===== config.mk =====
export PLATFORM = sky130hd
export DESIGN_NAME = mii_udp_receiver
export DESIGN_NICKNAME = d
export VERILOG_FILES = /design/src/rtl/mii_udp_receiver.sv
export SDC_FILE = /design/constraint.sdc
export NUM_CORES = 1
export LEC_CHECK = 0
export CAP_MARGIN = 30
export CORE_UTILIZATION = 52
export DETAILED_ROUTE_END_ITERATION = 10
export PLACE_DENSITY_LB_ADDON = 0.08
export SYNTH_ARGS = -nofsm -noshare
export SYNTH_HDL_FRONTEND = slang
export SYNTH_SLANG_ARGS = --single-unit

===== constraint.sdc =====
create_clock -name i_clk -period 3.83 [get_ports i_clk]
set_clock_uncertainty 0.05 [all_clocks]
set_input_delay 0.766 -clock i_clk [delete_from_list [all_inputs] [get_ports i_clk]]
set_output_delay 0.766 -clock i_clk [all_outputs]
set_load 0.05 [all_outputs]

===== src/rtl/mii_udp_receiver.sv =====
// MII receiver: filters Ethernet/IPv4/UDP frames by MAC, IP and port, checks FCS,
// and reports the first 4 payload bytes. Optional frame statistics under RX_STATS_EN.
module mii_udp_receiver #(
    parameter logic [47:0] MyMAC   = 48'h123456789ABC,
    parameter logic [31:0] MyIP    = 32'hC0A82518,
    parameter logic [15:0] UDPport = 16'd1024
) (
    input  logic        i_clk,
    input  logic        i_res_n,
    input  logic        i_mii_rx_dv,
    input  logic        i_mii_rx_er,
    input  logic [3:0]  i_mii_rxd,
    output logic        o_rx_valid,
    output logic [31:0] o_rx_data,
    output logic        o_rx_err,
    output logic [15:0] o_good_cnt,
    output logic [15:0] o_err_cnt
);

    typedef enum logic [1:0] {IDLE, PREAMBLE, DATA, DROP} state_t;

    state_t      state, state_nxt;
    logic [3:0]  lo_nib;
    logic        nib_phase;
    logic [10:0] byte_cnt;
    logic [31:0] crc;
    logic        er_seen, oversize;
    logic        mac_my_ok, mac_bc_ok, hdr_ok;
    logic [31:0] shadow;
    logic        pend_valid, pend_err;

    logic [7:0]  rx_byte, mac_exp, hdr_exp;
    logic        byte_done, frame_end, too_long, hdr_chk;
    logic        frame_ok, hdr_pass, drop_end_over;

    // Reflected CRC-32, one nibble per clock, LSB first.
    function automatic logic [31:0] crc_nib(input logic [31:0] c, input logic [3:0] d);
        logic [31:0] r;
        r = c;
        for (int i = 0; i < 4; i++) begin
            if (r[0] ^ d[i]) r = {1'b0, r[31:1]} ^ 32'hEDB88320;
            else             r = {1'b0, r[31:1]};
        end
        return r;
    endfunction

    assign rx_byte       = {i_mii_rxd, lo_nib};
    assign byte_done     = (state == DATA) && i_mii_rx_dv && nib_phase;
    assign frame_end     = (state == DATA) && !i_mii_rx_dv;
    assign too_long      = byte_done && (byte_cnt == 11'd1518);
    assign frame_ok      = !er_seen && !nib_phase && (byte_cnt >= 11'd64) && (crc == 32'hDEBB20E3);
    assign hdr_pass      = (mac_my_ok || mac_bc_ok) && hdr_ok;
    assign drop_end_over = (state == DROP) && !i_mii_rx_dv && oversize;

    // NOTE: state register is sequential and uses non-blocking assignment; all
    // combinational logic below uses blocking assignment.
    always_ff @(posedge i_clk or negedge i_res_n) begin
        if (!i_res_n) state <= IDLE;
        else          state <= state_nxt;
    end

    always_comb begin
        // NOTE: default assigned first so no path through the case infers a latch.
        state_nxt = state;
        case (state)
            IDLE:     if (i_mii_rx_dv) state_nxt = (i_mii_rxd == 4'h5) ? PREAMBLE : DROP;
            PREAMBLE: begin
                if (!i_mii_rx_dv)            state_nxt = IDLE;
                else if (i_mii_rxd == 4'hD)  state_nxt = DATA;
                else if (i_mii_rxd != 4'h5)  state_nxt = DROP;
            end
            DATA: begin
                if (!i_mii_rx_dv)  state_nxt = IDLE;
                else if (too_long) state_nxt = DROP;
            end
            DROP:     if (!i_mii_rx_dv) state_nxt = IDLE;
            default:  state_nxt = IDLE;
        endcase
    end

    // Expected header byte at the current byte position.
    always_comb begin
        mac_exp = 8'h00;
        hdr_exp = 8'h00;
        hdr_chk = 1'b0;
        case (byte_cnt)
            11'd0:  mac_exp = MyMAC[47:40];
            11'd1:  mac_exp = MyMAC[39:32];
            11'd2:  mac_exp = MyMAC[31:24];
            11'd3:  mac_exp = MyMAC[23:16];
            11'd4:  mac_exp = MyMAC[15:8];
            11'd5:  mac_exp = MyMAC[7:0];
            11'd12: begin hdr_exp = 8'h08;          hdr_chk = 1'b1; end
            11'd13: begin hdr_exp = 8'h00;          hdr_chk = 1'b1; end
            11'd14: begin hdr_exp = 8'h45;          hdr_chk = 1'b1; end
            11'd23: begin hdr_exp = 8'h11;          hdr_chk = 1'b1; end
            11'd30: begin hdr_exp = MyIP[31:24];    hdr_chk = 1'b1; end
            11'd31: begin hdr_exp = MyIP[23:16];    hdr_chk = 1'b1; end
            11'd32: begin hdr_exp = MyIP[15:8];     hdr_chk = 1'b1; end
            11'd33: begin hdr_exp = MyIP[7:0];      hdr_chk = 1'b1; end
            11'd36: begin hdr_exp = UDPport[15:8];  hdr_chk = 1'b1; end
            11'd37: begin hdr_exp = UDPport[7:0];   hdr_chk = 1'b1; end
            default: ;
        endcase
    end

    always_ff @(posedge i_clk or negedge i_res_n) begin
        if (!i_res_n) begin
            lo_nib     <= '0;
            nib_phase  <= 1'b0;
            byte_cnt   <= '0;
            crc        <= 32'hFFFFFFFF;
            er_seen    <= 1'b0;
            oversize   <= 1'b0;
            mac_my_ok  <= 1'b1;
            mac_bc_ok  <= 1'b1;
            hdr_ok     <= 1'b1;
            shadow     <= '0;
            pend_valid <= 1'b0;
            pend_err   <= 1'b0;
            o_rx_valid <= 1'b0;
            o_rx_err   <= 1'b0;
            o_rx_data  <= '0;
        end else begin
            // Verdict is registered at frame end and presented one edge later.
            pend_valid <= frame_end && frame_ok && hdr_pass;
            pend_err   <= (frame_end && !frame_ok) || drop_end_over;
            o_rx_valid <= pend_valid;
            o_rx_err   <= pend_err;
            if (pend_valid) o_rx_data <= shadow;

            if (state != DATA) begin
                nib_phase <= 1'b0;
                byte_cnt  <= '0;
                crc       <= 32'hFFFFFFFF;
                er_seen   <= 1'b0;
                mac_my_ok <= 1'b1;
                mac_bc_ok <= 1'b1;
                hdr_ok    <= 1'b1;
            end else if (i_mii_rx_dv) begin
                crc       <= crc_nib(crc, i_mii_rxd);
                nib_phase <= ~nib_phase;
                if (i_mii_rx_er) er_seen <= 1'b1;
                if (!nib_phase) begin
                    lo_nib <= i_mii_rxd;
                end else begin
                    byte_cnt <= byte_cnt + 11'd1;
                    if (byte_cnt < 11'd6) begin
                        if (rx_byte != mac_exp) mac_my_ok <= 1'b0;
                        if (rx_byte != 8'hFF)   mac_bc_ok <= 1'b0;
                    end
                    if (hdr_chk && (rx_byte != hdr_exp)) hdr_ok <= 1'b0;
                    case (byte_cnt)
                        11'd42: shadow[31:24] <= rx_byte;
                        11'd43: shadow[23:16] <= rx_byte;
                        11'd44: shadow[15:8]  <= rx_byte;
                        11'd45: shadow[7:0]   <= rx_byte;
                        default: ;
                    endcase
                end
            end

            if (state == IDLE)  oversize <= 1'b0;
            else if (too_long)  oversize <= 1'b1;
        end
    end

`ifdef RX_STATS_EN
    logic [15:0] good_cnt, err_cnt;

    always_ff @(posedge i_clk or negedge i_res_n) begin
        if (!i_res_n) begin
            good_cnt <= '0;
            err_cnt  <= '0;
        end else begin
            if (pend_valid && (good_cnt != 16'hFFFF)) good_cnt <= good_cnt + 16'd1;
            if (pend_err && (err_cnt != 16'hFFFF))    err_cnt  <= err_cnt + 16'd1;
        end
    end

    assign o_good_cnt = good_cnt;
    assign o_err_cnt  = err_cnt;
`else
    assign o_good_cnt = '0;
    assign o_err_cnt  = '0;
`endif

endmodule


==> reports/results.txt <==
Worst setup margin -> 1110 ps
Worst r2r path cells -> 4
Rel. slew slack -> 0.410
Global-route track usage on met1 -> 0.305
Synth Cell Area -> 6240 um^2
Final setup fails -> 0
Hold EP -> o_rx_err
Max-cap violation count -> 0
Ys async rst share -> 1.00
Avg Cell Area, Syn -> 11.2 um^2
Achievable Freq -> 367 MHz
1st-pass router iterations -> 10
Hold slack final -> 300 ps
R2R setup slack -> 1130 ps
Post-CTS Setup Repair Bufs -> 0
Post-Syn Instances -> 559
Endpoints failing hold -> 0
Drt drc -> 9
Max-slew violations -> 0
Fill cells -> 953
CP Cell Sequence -> clkdlybuf4s50_1, xnor2_2, xor2_1, xnor2_2, xnor2_1, mux2i_1, nand2_1
Top FF cell, synth -> dfrtp_1
Gr ovfl total -> 0
Layout Cells excl Fill -> 750
Hold Path Class -> flop to flop
Post-CTS sizing -> 0
Most frequent cells in the layout -> dfrtp_1, nand2_1, mux2_2, clkdlybuf4s50_1, dfstp_2
Critical Path Source Type -> input port
CP peak stage delay -> 760 ps
WP data required -> 4110 ps
Ant diodes -> 0
Clk sinks -> 123
Yosys reg bits -> 123
GRT met3 Usage -> 0.0653
Grt met2 use -> 0.352
Kind of cell adding the most delay to the critical path -> XOR/XNOR gates
Port bufs -> 41
Number of enable flip-flop cells after synthesis -> 0
Gpl congestion -> 0.851
Post-route ant nets -> 0
Dpl ws -> 661 ps
CTS tree -> done
HPWL Detailed -> 8.41 mm
Most frequent CP cell -> xnor2_2
Reg2reg start -> state[0]
Commonest non-fill, non-tap cell in the layout -> dfrtp_1
FP Rows -> 39
Warnings from Yosys -> 0
Root Buffer Master -> clkbuf_16
Setup_tns -> 0 ps
I/O Pins -> 74
Die width -> 112 um
# H-tree levels -> 4
Total power -> 3.57 mW
Routed length per instance -> 17.0 um
Worst hold path depth -> 0
Peak supply drop -> 0.274 mV
CP endpoint kind -> flop
WP buf/inv -> 1
Max clock buf depth -> 2
Seq/Total Area, Yosys -> 0.500
CP Max Fanout -> 15
PD cells -> 489 nW/um^2
Lkg Pwr -> 3.19 nW
Area delta synth->final -> 16.8%
Detailed-route wire length -> 12.7 mm
Total CTS buffers -> 17
Drt first-iter violations -> 279
Die Ht -> 112 um
Clk_lat worst skew -> 410 ps
Failing checks -> design-rule violations
Status -> complete, but fails checks
Worst-Margin Slew -> 885 ps
NumNets Final -> 606
Vias in the first global route -> 4178
Final Critical Period -> 2720 ps
Clock Pin Slew Worst Setup and Hold Paths -> 50 ps
Part of the cycle the worst path needs -> 0.711
Initial core utilization -> 0.540
Die Area -> 12400 um^2
GRT Overall Usage -> 0.227
WS Path Type -> input port to flop
Placed Cells -> 718
Unrepaired setup endpoints after global routing -> no
Via Count -> 4130
Critical R2R Capture -> shadow[20]
Hold Crit Start -> pend_err
Placeable Area -> 11600 um^2
First-pass GRT wire length -> 21.6 mm
Worst path slowest cell -> clkdlybuf4s50_1
Initial antenna violation count -> 0
Grt peak-use layer -> met2
Netlist cell types -> 61
Share of layout cells above drive strength 1 -> 0.264
Hold buffers post-CTS -> 0
Vias/cell -> 5.51
CP arrival -> 3000 ps
Largest net degree at the start of global routing -> 70
==> worst max-delay path by stage <==
stage / startpoint / to / slack [ps] / depth (start not counted)
after floorplan: byte_cnt[1] / hdr_ok / 1640 / 9
after global placement: i_mii_rxd[1] / crc[21] / 770 / 7
after detailed placement: i_mii_rxd[1] / crc[27] / 660 / 7
after CTS: i_mii_rxd[1] / crc[27] / 1120 / 7
after global routing: state[0] / shadow[20] / 920 / 4
final: i_mii_rxd[1] / crc[27] / 1110 / 7
==> cell type report <==
class / instances / area (um^2) / share of cell area
flip-flops and latches: 123 / 3120 / 0.428
inverters: 7 / 26.3 / 0.00360
multi-input cells: 395 / 2830 / 0.389
clock inverters: 10 / 186 / 0.0256
repair buffers: 50 / 470 / 0.0645
clock buffers: 22 / 474 / 0.0650
well taps: 143 / 179 / 0.0245
==> logic make-up after synthesis <==
family,after synthesis,synth area share
buffers and inverters,72,0.0650
AO/OA/AOI/OAI,64,0.0656
multiplexers,82,0.145
adder cells (fa/ha/maj),4,0.00802
XOR/XNOR,52,0.0838
other,1,0.000601
flip-flops,123,0.500
AND/OR/NAND/NOR,161,0.132
==> where the power goes <==
part | internal (mW) | leakage [nW] | switching (mW)
logic | 0.131 | 1.30 | 0.236
clock network | 1.21 | 0.313 | 0.561
registers | 1.36 | 1.58 | 0.0726
==> cells in the mapped netlist, drive strengths merged (5+ instances only) <==
library cell	n	area [um^2]
nand4	6	37.5
inv	7	26.3
clkbuf	22	82.6
nor2	24	92.6
buf	43	297
mux2i	13	130
xnor2	33	338
xor2	19	185
dfstp	35	920
nand2	74	278
nor3	5	25.0
mux2	69	777
nand4b	6	52.6
a21oi	12	60.1
dfrtp	88	2200
nor4	8	77.6
o21ai	28	140
nand3	11	55.1
==> flip-flops by register name, indices dropped and copies added (netlist names) <==
| register | count |
|---|---|
| state | 2 |
| oversize | 1 |
| er_seen | 1 |
| mac_my_ok | 1 |
| mac_bc_ok | 1 |
| hdr_ok | 1 |
| lo_nib | 4 |
| shadow | 32 |
| pend_valid | 1 |
| byte_cnt | 11 |
| pend_err | 1 |
| o_rx_valid | 1 |
| o_rx_data | 32 |
| nib_phase | 1 |
| crc | 32 |
| o_rx_err | 1 |
==> layer usage <==
metal  vias up  part of all wire
li1       1934                 -
met1      2078              0.47
met2        99              0.48
met3        19             0.040
met4         0             0.014
met5         -                 0
==> per-stage QoR <==
stage           util  instance area [um^2]
2_1_floorplan      -                  6360
3_3_place_gp   0.573                  6630
4_1_cts        0.630                  7290
3_5_place_dp   0.573                  6630
5_1_grt        0.630                  7290
6_report       0.630                  7290
(Power assumes the default switching activity.)
